**src/rtl/wb_snoop_responder_pkg.sv**
```systemverilog
// Shared definitions for the snoop responder: one-hot state encoding,
// response encoding, default watchdog limit and a width helper.
`timescale 1ns/1ps
package wb_snoop_responder_pkg;

  typedef enum logic [5:0] {
    ST_IDLE     = 6'b000001,
    ST_TAG_REQ  = 6'b000010,
    ST_TAG_WAIT = 6'b000100,
    ST_DATA_RD  = 6'b001000,
    ST_INV      = 6'b010000,
    ST_RESPOND  = 6'b100000
  } state_t;

  localparam logic RESP_HIT  = 1'b1;
  localparam logic RESP_MISS = 1'b0;

  localparam int DEFAULT_TIMEOUT = 64;

  // Index width that never collapses to zero bits for a single core.
  function automatic int clog2_min1(input int n);
    return (n > 1) ? $clog2(n) : 1;
  endfunction

endpackage

```
**src/rtl/wb_snoop_responder_if.sv**
```systemverilog
// Snoop bus slice from the arbiter plus the borrowed cache tag/data port.
// The responder uses the slave modport; the arbiter/cache side uses master.
`timescale 1ns/1ps
interface wb_snoop_responder_if #(
  parameter int dw = 32,
  parameter int aw = 32,
  parameter int sw = 1
);
  logic          snoop_req_i;
  logic          snoop_we_i;
  logic [aw-1:0] snoop_adr_i;
  logic [sw-1:0] snoop_src_i;
  logic          snoop_abort_i;
  logic          snoop_busy_o;
  logic          poll_valid_o;
  logic          poll_response_o;
  logic          poll_err_o;
  logic [dw-1:0] snooped_dat_o;
  logic          tag_req_o;
  logic [aw-1:0] tag_adr_o;
  logic          tag_gnt_i;
  logic          tag_rsp_valid_i;
  logic          tag_hit_i;
  logic          dat_req_o;
  logic [dw-1:0] dat_i;
  logic          dat_valid_i;
  logic          inv_o;

  modport slave (
    input  snoop_req_i, snoop_we_i, snoop_adr_i, snoop_src_i, snoop_abort_i,
    input  tag_gnt_i, tag_rsp_valid_i, tag_hit_i, dat_i, dat_valid_i,
    output snoop_busy_o, poll_valid_o, poll_response_o, poll_err_o, snooped_dat_o,
    output tag_req_o, tag_adr_o, dat_req_o, inv_o
  );

  modport master (
    output snoop_req_i, snoop_we_i, snoop_adr_i, snoop_src_i, snoop_abort_i,
    output tag_gnt_i, tag_rsp_valid_i, tag_hit_i, dat_i, dat_valid_i,
    input  snoop_busy_o, poll_valid_o, poll_response_o, poll_err_o, snooped_dat_o,
    input  tag_req_o, tag_adr_o, dat_req_o, inv_o
  );

endinterface

```
**src/rtl/wb_snoop_responder.sv**
```systemverilog
// Per-core snoop agent: looks a snooped address up in the local cache, returns
// the cached word on a read hit and invalidates the line on a write hit.
`timescale 1ns/1ps
module wb_snoop_responder
  import wb_snoop_responder_pkg::*;
#(
  parameter int dw        = 32,
  parameter int aw        = 32,
  parameter int num_cores = 2,
  parameter int core_id   = 0,
  parameter int timeout   = DEFAULT_TIMEOUT
) (
  input logic               wb_clk_i,
  input logic               wb_rst_i,
  wb_snoop_responder_if.slave bus
);

  localparam int sw = clog2_min1(num_cores);
  localparam int ww = $clog2(timeout + 1);
  localparam logic [ww-1:0] wd_last = ww'(timeout - 1);

  state_t        state_reg;
  logic [aw-1:0] adr_reg;
  logic          we_reg;
  logic [dw-1:0] data_reg;
  logic          rsp_hit_reg;
  logic          rsp_err_reg;
  logic [ww-1:0] wd_reg;
  logic          tag_req_reg;
  logic          dat_req_reg;
  logic          inv_reg;
  logic          poll_valid_reg;
  logic          poll_response_reg;
  logic          poll_err_reg;
  logic [dw-1:0] snooped_dat_reg;
  logic          wd_expired;

  assign wd_expired = (wd_reg == wd_last);

  always_ff @(posedge wb_clk_i or negedge wb_rst_i) begin
    if (!wb_rst_i) begin
      state_reg         <= ST_IDLE;
      adr_reg           <= '0;
      we_reg            <= 1'b0;
      data_reg          <= '0;
      rsp_hit_reg       <= RESP_MISS;
      rsp_err_reg       <= 1'b0;
      wd_reg            <= '0;
      tag_req_reg       <= 1'b0;
      dat_req_reg       <= 1'b0;
      inv_reg           <= 1'b0;
      poll_valid_reg    <= 1'b0;
      poll_response_reg <= 1'b0;
      poll_err_reg      <= 1'b0;
      snooped_dat_reg   <= '0;
    end else begin
      poll_valid_reg <= 1'b0;
      inv_reg        <= 1'b0;
      case (state_reg)
        ST_IDLE: begin
          // Abort in the same cycle as the strobe cancels the capture entirely.
          if (bus.snoop_req_i && !bus.snoop_abort_i) begin
            adr_reg     <= bus.snoop_adr_i;
            we_reg      <= bus.snoop_we_i;
            rsp_hit_reg <= RESP_MISS;
            rsp_err_reg <= 1'b0;
            if (bus.snoop_src_i == sw'(core_id)) begin
              state_reg <= ST_RESPOND;
            end else begin
              state_reg   <= ST_TAG_REQ;
              tag_req_reg <= 1'b1;
              wd_reg      <= '0;
            end
          end
        end
        ST_TAG_REQ: begin
          wd_reg <= wd_reg + ww'(1);
          if (bus.snoop_abort_i) begin
            tag_req_reg <= 1'b0;
            state_reg   <= ST_IDLE;
          end else if (wd_expired) begin
            tag_req_reg <= 1'b0;
            rsp_err_reg <= 1'b1;
            state_reg   <= ST_RESPOND;
          end else if (bus.tag_gnt_i) begin
            tag_req_reg <= 1'b0;
            state_reg   <= ST_TAG_WAIT;
          end
        end
        ST_TAG_WAIT: begin
          wd_reg <= wd_reg + ww'(1);
          if (bus.snoop_abort_i) begin
            state_reg <= ST_IDLE;
          end else if (wd_expired) begin
            rsp_err_reg <= 1'b1;
            state_reg   <= ST_RESPOND;
          end else if (bus.tag_rsp_valid_i) begin
            if (!bus.tag_hit_i) begin
              state_reg <= ST_RESPOND;
            end else if (we_reg) begin
              inv_reg   <= 1'b1;
              state_reg <= ST_INV;
            end else begin
              dat_req_reg <= 1'b1;
              state_reg   <= ST_DATA_RD;
            end
          end
        end
        ST_DATA_RD: begin
          wd_reg <= wd_reg + ww'(1);
          if (bus.snoop_abort_i) begin
            dat_req_reg <= 1'b0;
            state_reg   <= ST_IDLE;
          end else if (wd_expired) begin
            dat_req_reg <= 1'b0;
            rsp_err_reg <= 1'b1;
            state_reg   <= ST_RESPOND;
          end else if (bus.dat_valid_i) begin
            dat_req_reg <= 1'b0;
            data_reg    <= bus.dat_i;
            rsp_hit_reg <= RESP_HIT;
            state_reg   <= ST_RESPOND;
          end
        end
        // Write snoops report a miss after the invalidate: they never supply data.
        ST_INV: begin
          state_reg <= ST_RESPOND;
        end
        ST_RESPOND: begin
          poll_valid_reg    <= 1'b1;
          poll_response_reg <= rsp_hit_reg;
          poll_err_reg      <= rsp_err_reg;
          if (rsp_hit_reg == RESP_HIT) begin
            snooped_dat_reg <= data_reg;
          end
          state_reg <= ST_IDLE;
        end
        default: begin
          tag_req_reg <= 1'b0;
          dat_req_reg <= 1'b0;
          state_reg   <= ST_IDLE;
        end
      endcase
    end
  end

  assign bus.snoop_busy_o    = (state_reg != ST_IDLE);
  assign bus.poll_valid_o    = poll_valid_reg;
  assign bus.poll_response_o = poll_response_reg;
  assign bus.poll_err_o      = poll_err_reg;
  assign bus.snooped_dat_o   = snooped_dat_reg;
  assign bus.tag_req_o       = tag_req_reg;
  assign bus.tag_adr_o       = adr_reg;
  assign bus.dat_req_o       = dat_req_reg;
  assign bus.inv_o           = inv_reg;

endmodule
```
**src/flat_wrapper.sv**
```systemverilog
// flat-port wrapper written by rule: the top's interface ports become plain ports
module wb_snoop_responder_flat import wb_snoop_responder_pkg::*;
#(
  parameter int dw        = 32,
  parameter int aw        = 32,
  parameter int num_cores = 2,
  parameter int core_id   = 0,
  parameter int timeout   = DEFAULT_TIMEOUT
)
  (wb_clk_i, wb_rst_i, bus_snoop_req_i, bus_snoop_we_i, bus_snoop_adr_i, bus_snoop_src_i, bus_snoop_abort_i, bus_tag_gnt_i, bus_tag_rsp_valid_i, bus_tag_hit_i, bus_dat_i, bus_dat_valid_i, bus_snoop_busy_o, bus_poll_valid_o, bus_poll_response_o, bus_poll_err_o, bus_snooped_dat_o, bus_tag_req_o, bus_tag_adr_o, bus_dat_req_o, bus_inv_o);
  wb_snoop_responder_if #(.dw(dw), .aw(aw)) bus_i ();
  input logic wb_clk_i;
  input logic wb_rst_i;
  input wire logic [$bits(bus_i.snoop_req_i)-1:0] bus_snoop_req_i;
  input wire logic [$bits(bus_i.snoop_we_i)-1:0] bus_snoop_we_i;
  input wire logic [$bits(bus_i.snoop_adr_i)-1:0] bus_snoop_adr_i;
  input wire logic [$bits(bus_i.snoop_src_i)-1:0] bus_snoop_src_i;
  input wire logic [$bits(bus_i.snoop_abort_i)-1:0] bus_snoop_abort_i;
  input wire logic [$bits(bus_i.tag_gnt_i)-1:0] bus_tag_gnt_i;
  input wire logic [$bits(bus_i.tag_rsp_valid_i)-1:0] bus_tag_rsp_valid_i;
  input wire logic [$bits(bus_i.tag_hit_i)-1:0] bus_tag_hit_i;
  input wire logic [$bits(bus_i.dat_i)-1:0] bus_dat_i;
  input wire logic [$bits(bus_i.dat_valid_i)-1:0] bus_dat_valid_i;
  output wire logic [$bits(bus_i.snoop_busy_o)-1:0] bus_snoop_busy_o;
  output wire logic [$bits(bus_i.poll_valid_o)-1:0] bus_poll_valid_o;
  output wire logic [$bits(bus_i.poll_response_o)-1:0] bus_poll_response_o;
  output wire logic [$bits(bus_i.poll_err_o)-1:0] bus_poll_err_o;
  output wire logic [$bits(bus_i.snooped_dat_o)-1:0] bus_snooped_dat_o;
  output wire logic [$bits(bus_i.tag_req_o)-1:0] bus_tag_req_o;
  output wire logic [$bits(bus_i.tag_adr_o)-1:0] bus_tag_adr_o;
  output wire logic [$bits(bus_i.dat_req_o)-1:0] bus_dat_req_o;
  output wire logic [$bits(bus_i.inv_o)-1:0] bus_inv_o;
  assign bus_i.snoop_req_i = bus_snoop_req_i;
  assign bus_i.snoop_we_i = bus_snoop_we_i;
  assign bus_i.snoop_adr_i = bus_snoop_adr_i;
  assign bus_i.snoop_src_i = bus_snoop_src_i;
  assign bus_i.snoop_abort_i = bus_snoop_abort_i;
  assign bus_i.tag_gnt_i = bus_tag_gnt_i;
  assign bus_i.tag_rsp_valid_i = bus_tag_rsp_valid_i;
  assign bus_i.tag_hit_i = bus_tag_hit_i;
  assign bus_i.dat_i = bus_dat_i;
  assign bus_i.dat_valid_i = bus_dat_valid_i;
  assign bus_snoop_busy_o = bus_i.snoop_busy_o;
  assign bus_poll_valid_o = bus_i.poll_valid_o;
  assign bus_poll_response_o = bus_i.poll_response_o;
  assign bus_poll_err_o = bus_i.poll_err_o;
  assign bus_snooped_dat_o = bus_i.snooped_dat_o;
  assign bus_tag_req_o = bus_i.tag_req_o;
  assign bus_tag_adr_o = bus_i.tag_adr_o;
  assign bus_dat_req_o = bus_i.dat_req_o;
  assign bus_inv_o = bus_i.inv_o;
  wb_snoop_responder #(.dw(dw), .aw(aw), .num_cores(num_cores), .core_id(core_id), .timeout(timeout)) u_core (.wb_clk_i(wb_clk_i), .wb_rst_i(wb_rst_i), .bus(bus_i));
endmodule
```
**config.mk**
```make
export PLATFORM = sky130hd
export DESIGN_NAME = wb_snoop_responder_flat
export DESIGN_NICKNAME = d
export VERILOG_FILES = /design/src/rtl/wb_snoop_responder_pkg.sv /design/src/rtl/wb_snoop_responder_if.sv /design/src/rtl/wb_snoop_responder.sv /design/src/flat_wrapper.sv
export SDC_FILE = /design/constraint.sdc
export NUM_CORES = 1
export LEC_CHECK = 0
export ABC_AREA = 0
export ABC_CLOCK_PERIOD_IN_PS = 4600
export CAP_MARGIN = 0
export CORE_UTILIZATION = 35
export CTS_CLUSTER_DIAMETER = 40
export DETAILED_ROUTE_END_ITERATION = 10
export SETUP_SLACK_MARGIN = 0.2
export SYNTH_ARGS = -nofsm -noshare
export SYNTH_HDL_FRONTEND = slang
export SYNTH_SLANG_ARGS = --single-unit
```
**constraint.sdc**
```tcl
create_clock -name wb_clk_i -period 4.6 [get_ports wb_clk_i]
set_input_delay 0.92 -clock wb_clk_i [delete_from_list [all_inputs] [get_ports wb_clk_i]]
set_output_delay 0.92 -clock wb_clk_i [all_outputs]
set_load 0.02 [all_outputs]
```
# [Word level (Yosys, flattened, before mapping)]
# Cells that the tools add are included.
# W data, S select, Z words.
[totals] reg_bits=118 elab_cells=105 input_bits=74 out_inout_bits=71
[op_classes] n_eq_ne=23 n_bitwise=4 n_mux=47 addsub=1 reduce_logical=16
[ops] operator="$mux W6" count=12
[ops] operator="$pmux W6 S5" count=1
[ops] operator="$mux W1" count=26
[ops] operator="$ne A2 B2 Y1 const B" count=10
[ops] operator="$reduce_and A4 Y1" count=4
[ops] operator="$mux W7" count=2
[ops] operator="$pmux W7 S2" count=1
[ops] operator="$ne A4 B3 Y1 const B" count=3
[ops] operator="$reduce_or A4 Y1" count=2
[ops] operator="$add A7 B1 Y7 const B" count=1
[ops] operator="$eq A7 B6 Y1 const B" count=1
[ops] operator="$reduce_and A7 Y1" count=1
[ops] operator="$eq A6 B1 Y1 const B" count=1
[ops] operator="$eq A6 B2 Y1 const B" count=1
[ops] operator="$eq A6 B3 Y1 const B" count=1
[ops] operator="$eq A6 B4 Y1 const B" count=1
[ops] operator="$eq A6 B5 Y1 const B" count=1
[ops] operator="$eq A6 B6 Y1 const B" count=1
[ops] operator="$ne A6 B1 Y1 const B" count=1
[ops] operator="$pmux W1 S3" count=2
[ops] operator="$mux W5" count=1
[ops] operator="$reduce_and A5 Y1" count=1
[ops] operator="$ne A2 B1 Y1 const B" count=2
[ops] operator="$not A1 Y1" count=4
[ops] operator="7 further kinds" count=10

# [Logic depth before layout (Yosys ltp)]
# Gate-level depths: netlist (run 1).
[depth] depth_word=6 ltp_mapped=8 ltp_nobuf=6

# [Least setup slack after synthesis (run 1)]
# Ideal clock, no wire load.
[synth_path] path_type="reg-to-output" from="reg u_core.state_reg[3]" to="out bus_snoop_busy_o" n_path_buf=1 stages_incl_launch_ff=5 path_slack_ns=2.175 arrival_ns=1.505 t_required_ns=3.680 path_cell_list="dfrtp_1 buf_6 or4_4 nor3b_4 inv_1"
[synth_between] elab_chain_cells=1
[synth_rtl] element="start: declaration" line_no="wb_snoop_responder.sv:22" text="state_t state_reg;"
[synth_rtl] element="start signal: assignment" line_no="wb_snoop_responder.sv:42" text="state_reg <= ST_IDLE;"
[synth_rtl] element="start signal: assignment" line_no="wb_snoop_responder.sv:68" text="state_reg <= ST_RESPOND;"
[synth_rtl] element="start signal: assignment" line_no="wb_snoop_responder.sv:70" text="state_reg <= ST_TAG_REQ;"
[synth_rtl] element="$ne A6 B1 Y1" line_no="wb_snoop_responder.sv:147" text="assign bus.snoop_busy_o = (state_reg != ST_IDLE);"
[synth_rtl] element="end: declaration" line_no="flat_wrapper.sv:24" text="output wire logic [$bits(bus_i.snoop_busy_o)-1:0] bus_snoop_busy_o;"
# No other way between the ends.

# [Worst setup path after layout (run 1)]
[layout_path] from="reg u_core.state_reg[2]" to="out bus_snoop_busy_o"
# Same word-level chain as after synthesis.

==> results of run 1 <==
==> layout make-up <==
class / count / area (sq um) / area share
Timing Repair Buffer: 147 / 1460 / 0.207
Clock inverter: 10 / 97.6 / 0.0138
Clock buffer: 22 / 484 / 0.0686
Tap cell: 176 / 220 / 0.0312
Multi-Input combinational cell: 192 / 1830 / 0.259
Inverter: 4 / 15.0 / 0.00213
Sequential cell: 118 / 2950 / 0.419
==> per-layer routing <==
layer / global-route usage / wire length, um / vias up / part of all wire
li1: - / - / 1478 / -
met1: 0.202 / 4870 / 1568 / 0.47
met2: 0.220 / 4530 / 129 / 0.44
met3: 0.0651 / 887 / 12 / 0.085
met4: 0.0532 / 121 / 0 / 0.012
met5: 0 / 0 / - / 0
==> worst min path at each step <==
stage | from | end | slack (ns)
detailed placement | u_core.rsp_hit_reg$_DFFE_PN0P_ | u_core.rsp_hit_reg$_DFFE_PN0P_ | 0.47
floorplan | u_core.rsp_hit_reg$_DFFE_PN0P_ | u_core.rsp_hit_reg$_DFFE_PN0P_ | 0.45
CTS | u_core.rsp_hit_reg$_DFFE_PN0P_ | u_core.rsp_hit_reg$_DFFE_PN0P_ | 0.48
finish | u_core.rsp_hit_reg$_DFFE_PN0P_ | u_core.rsp_hit_reg$_DFFE_PN0P_ | 0.48
global route | u_core.rsp_hit_reg$_DFFE_PN0P_ | u_core.rsp_hit_reg$_DFFE_PN0P_ | 0.50
global placement | u_core.rsp_hit_reg$_DFFE_PN0P_ | u_core.rsp_hit_reg$_DFFE_PN0P_ | 0.46
==> metrics by stage <==
stage / std cells / hold slack (ns) / total power, W
final: 669 / 0.478 / 0.00308
after global routing: 669 / 0.497 / 0.00322
after CTS: 669 / 0.478 / 0.00313
after detailed placement: 637 / 0.466 / 0.00183
after global placement: 637 / 0.459 / 0.00183
after floorplan: 332 / 0.449 / 0.00153
==> power groups by stage <==
stage | combinational [W] | clock, W | sequential, W
after floorplan | 0.000200 | 0 | 0.00133
after global placement | 0.000601 | 0 | 0.00123
after detailed placement | 0.000605 | 0 | 0.00123
after CTS | 0.000607 | 0.00130 | 0.00122
after global routing | 0.000636 | 0.00135 | 0.00123
final | 0.000598 | 0.00126 | 0.00122
==> cells in the mapped netlist, types with 2 or more instances <==
cell type  number
a211oi_1        2
a21oi_1         3
and3_1          4
buf_2           5
buf_4           3
buf_6           4
clkbuf_1        6
dfrtp_1       117
inv_1           4
mux2_2         69
mux2_4         29
nand2_1         7
nand3_1         4
nand3b_1        5
nand4_1         2
nor2_1         14
nor2b_1         2
nor3_1         11
o211ai_1        3
o21ai_0        10
or3_1           2
xor2_1          6
==> cell families (layout without fill, tap and decap cells) <==
kind of cell	Yosys count	count (layout)	share of synthesized area
xor gates and xnor gates	7	7	0.0125
buffers and inverters	22	183	0.0265
AOI/OAI and AO/OA	27	27	0.0378
adders and majority gates	1	1	0.00255
DFF	118	118	0.602
and+or+nand+nor	59	59	0.0709
muxes	98	98	0.247
==> flow_summary.json, run 1 <==
{
  "status": "complete, no violations",
  "synth_area_leader_cell": "dfrtp_1",
  "design_area_sq_mm": 0.00706,
  "clkLatencyLatePin_ns": 0.41,
  "max_slew.worst_pin.slew_ns": 1.13,
  "rr_worst_depth": 7,
  "clkPwrFrac": 0.410,
  "cp_cell_sequence": "or4_4 > nor3b_4 > inv_1 > clkdlybuf4s50_1",
  "clkTransAtPathRegs_ns": 0.05,
  "setup_ws_ns": 1.17,
  "hold_violations": 0,
  "critPathSlowestCell": "or4_4",
  "tritoncts": "built",
  "wirelength_um": 10400,
  "crit_path_max_incr_delay_ns": 0.59,
  "cap_violations": 0,
  "min_path_cells": 1,
  "ir_drop_mv": 0.278,
  "final-setup-viol-count": 0,
  "synthCells": 332,
  "max_freq_mhz": 292,
  "gp_congestion": 0.825,
  "fin_skew_ns": 0.00565,
  "rsz0062_at_grt": "no",
  "synth_edf_count": 0,
  "die_h_um": 120,
  "crit_buf_inv": 2,
  "synth_area_sq_mm": 0.00490,
  "crit_required_ns": 3.68,
  "die_w_um": 120,
  "relSlewSlack": 0.250,
  "syn_nets": 407,
  "hpwl_um": 6940,
  "start_kind": "flip-flop",
  "synth.area.top_cells": "dfrtp_1 60%, mux2_2 16%, mux2_4 8.9%",
  "postPlaceCellArea_sq_mm": 0.00648,
  "nNetsFinal": 555,
  "synthFlopType": "dfrtp_1",
  "grt_usage": 0.152,
  "critical_path_arrival_ns": 2.51,
  "synth_async_sr_flop_share": 1.00,
  "cp-startpoint": "u_core.state_reg[2]$_DFFE_PN0P_",
  "pwr-share-comb": 0.194,
  "drc_errors": 0,
  "grt_pass1_vias": 3285,
  "worst-setup-path-type": "reg2out",
  "p_int_w": 0.00229,
  "overflow": 0,
  "rrSetupSlack_ns": 2.21,
  "end_kind": "output pin",
  "r2r-start": "u_core.wd_reg[0]$_DFFE_PN0P_",
  "leakage_nw": 3.28,
  "synth_seq_area_share": 0.602,
  "final_cell_mix": "143 x clkdlybuf4s50_1, 117 x dfrtp_1, 69 x mux2_2",
  "grt_max_degree": 91,
  "drtIter0Drc": 179,
  "clock_sinks": 118,
  "path_depth": 4,
  "worstPathMaxFanout": 11,
  "hold_buffers": 0,
  "cts_made_buffers": 17,
  "drt-vias-per-instance": 4.76,
  "ys_seq_elements": 118,
  "period_share": 0.745,
  "syn_area_per_cell_sq_um": 14.8,
  "yosysWarnings": 0,
  "p_per_area_mw_per_mm2": 436,
  "synth_top_area_frac": 0.597,
  "areaGrowthSynthToFinish_pct": 43.9,
  "place_ws_ns": 1.62,
  "drive_gt1_frac": 0.286,
  "min_path_type": "reg2reg",
  "clockRootBuffer": "clkbuf_16",
  "n_antenna_cell": 0,
  "cts_resized": 0,
  "coreArea_sq_mm": 0.0135,
  "final_common_cell": "clkdlybuf4s50_1",
  "io_pins": 145,
  "slew_violations": 0,
  "die_area_sq_mm": 0.0145,
  "rows": 42,
  "drt-pass1-iter-count": 4,
  "fin_tns_setup_ns": 0,
  "grt_antenna_before_repair": 0,
  "wl_per_cell_um": 15.6,
  "cp_top_family": "simple AND/OR/NAND/NOR gates",
  "htreeDepth": 4,
  "grt_pass1_wl_um": 16700,
  "critPathCapture": "bus_snoop_busy_o",
  "p_sw_frac": 0.256,
  "fillers": 1164,
  "ant_nets": 0,
  "synth.distinct_cells": 42,
  "postCtsSetupRepairBufs": 0,
  "post-route-min-period_ns": 3.43,
  "io_buffer_count": 144,
  "power.switching_w": 0.000787,
  "clk_path_buf_depth": 2,
  "fin_util": 0.525,
  "start_util": 0.364,
  "seqPwrFrac": 0.395,
  "r2r_end": "u_core.data_reg[9]$_DFFE_PN0P_",
  "vias": 3187
}
(Power assumes the default switching activity.)
==> inputs of run 2 (changes only) <==
- ABC_CLOCK_PERIOD_IN_PS: 4600 -> 3300
- clock period: 4.6 -> 3.3 ns (I/O delays scaled with it)
==> run 2 against run 1 <==
Compared with the run above:
- clock skew grew 0.0025 ns
- non-clock buffer count is the same
- register-to-register slack lost 1.3 ns
- sequential power grew 39%
- sequential share of layout area is essentially flat
- sequential cell count is the same
- worst hold slack lost 0.15 ns
- cell area is essentially flat
- clock power grew 36%
- utilization is essentially flat
- via count shrank 1.0%
- critical path type unchanged
==> flow_summary.json, run 2 (synthesis results as in run 1) <==
{
  "status": "complete, no violations",
  "htreeDepth": 4,
  "hold_buffers": 0,
  "cts_resized": 1,
  "die_w_um": 120,
  "final-seq-area_sq_mm": 0.00295,
  "clk_path_buf_depth": 2,
  "fillers": 1153,
  "place_ws_ns": 0.583,
  "wirelength_um": 10300,
  "relSlewSlack": 0.468,
  "rr_worst_depth": 4,
  "slew_violations": 0,
  "clockRootBuffer": "clkbuf_16",
  "nNetsFinal": 555,
  "critPathSlowestCell": "or4_4",
  "grt_antenna_before_repair": 0,
  "io_buffer_count": 144,
  "end_kind": "output pin",
  "max_freq_mhz": 341,
  "drtIter0Drc": 151,
  "grt_pass1_vias": 3270,
  "cts_made_buffers": 17,
  "use_met3": 0.0491,
  "clkLatencyLatePin_ns": 0.40,
  "cp_top_family": "simple AND/OR/NAND/NOR gates",
  "leakage_nw": 3.32,
  "dp.cells": 637,
  "ir_drop_mv": 0.359,
  "vias": 3155,
  "areaGrowthSynthToFinish_pct": 44.0,
  "setup_ws_ns": 0.366,
  "clock_sinks": 118,
  "top_usage_layer": "met1",
  "crit_path_max_incr_delay_ns": 0.60,
  "r2r_end": "u_core.bus.tag_adr_o[2]$_DFFE_PN0P_",
  "grt_pass1_wl_um": 16800,
  "worstPathMaxFanout": 11,
  "final_cells": 668,
  "power_w": 0.00424,
  "post-route-min-period_ns": 2.93,
  "cap_violations": 0,
  "start_kind": "flip-flop",
  "crit_required_ns": 2.64,
  "start_util": 0.364,
  "r2r-start": "u_core.state_reg[2]$_DFFE_PN0P_",
  "wl_per_cell_um": 15.4,
  "clkTransAtPathRegs_ns": 0.05,
  "final_common_cell": "clkdlybuf4s50_1",
  "drc_errors": 0,
  "final_cell_mix": "142 x clkdlybuf4s50_1, 117 x dfrtp_1, 69 x mux2_2",
  "coreArea_sq_mm": 0.0135,
  "io_pins": 145,
  "ant_nets": 0,
  "drt-vias-per-instance": 4.72,
  "grt_use_met2": 0.212,
  "holdWs_ns": 0.327,
  "n_antenna_cell": 0,
  "grt_usage": 0.152,
  "period_share": 0.889,
  "max_slew.worst_pin.slew_ns": 0.798,
  "rrSetupSlack_ns": 0.95,
  "drive_gt1_frac": 0.285,
  "fin_skew_ns": 0.00819,
  "grt_max_degree": 63,
  "tritoncts": "built",
  "drt-pass1-iter-count": 4,
  "multi_input_comb_area_sq_mm": 0.00183,
  "rows": 42,
  "crit_buf_inv": 2,
  "critical_path_arrival_ns": 2.27,
  "cp_cell_sequence": "or4_4 > nor3b_4 > inv_1 > dlygate4sd2_1",
  "hpwl_um": 7000,
  "overflow": 0,
  "p_per_area_mw_per_mm2": 601,
  "fin_tns_setup_ns": 0,
  "final-setup-viol-count": 0,
  "worst-setup-path-type": "reg2out",
  "die_h_um": 120,
  "min_path_type": "in2async",
  "hold_violations": 0,
  "rsz0062_at_grt": "no",
  "postCtsSetupRepairBufs": 0,
  "gp_congestion": 0.819,
  "grtUsageMet1": 0.214,
  "die_area_sq_mm": 0.0145
}
==> run 2: metrics by stage <==
stage	util	cell area, sq um
floorplan	-	4900
global placement	0.483	6500
detailed placement	0.483	6500
CTS	0.525	7060
global route	0.525	7060
finish	0.525	7060
==> run 2: report_power, final <==
group | internal [W] | switching (W)
clock network | 0.00110 | 0.000612
logic | 0.000485 | 0.000348
registers | 0.00160 | 0.000100
==> run 2: per-layer routing <==
layer / up-vias / share of wire
met3: 16 / 0.063
met2: 115 / 0.43
li1: 1476 / -
met5: - / 0
met1: 1548 / 0.49
met4: 0 / 0.017
==> run 2: final cells by class <==
cell class	count	area share
Timing Repair Buffer	147	0.210
Inverter	4	0.00213
Clock inverter	9	0.0108
Clock buffer	22	0.0686
Tap cell	176	0.0312
Multi-Input combinational cell	192	0.259
Sequential cell	118	0.418
==> run 2: worst max-delay path by stage <==
stage,startpoint,slack (ns),cells after the start,end
2_1_floorplan,u_core.state_reg[3]$_DFFE_PN0P_,1.13,4,bus_snoop_busy_o
3_3_place_gp,u_core.state_reg[2]$_DFFE_PN0P_,0.60,4,bus_snoop_busy_o
3_5_place_dp,u_core.state_reg[2]$_DFFE_PN0P_,0.58,4,bus_snoop_busy_o
4_1_cts,u_core.state_reg[2]$_DFFE_PN0P_,0.36,4,bus_snoop_busy_o
5_1_grt,u_core.state_reg[2]$_DFFE_PN0P_,0.29,4,bus_snoop_busy_o
6_report,u_core.state_reg[2]$_DFFE_PN0P_,0.37,4,bus_snoop_busy_o
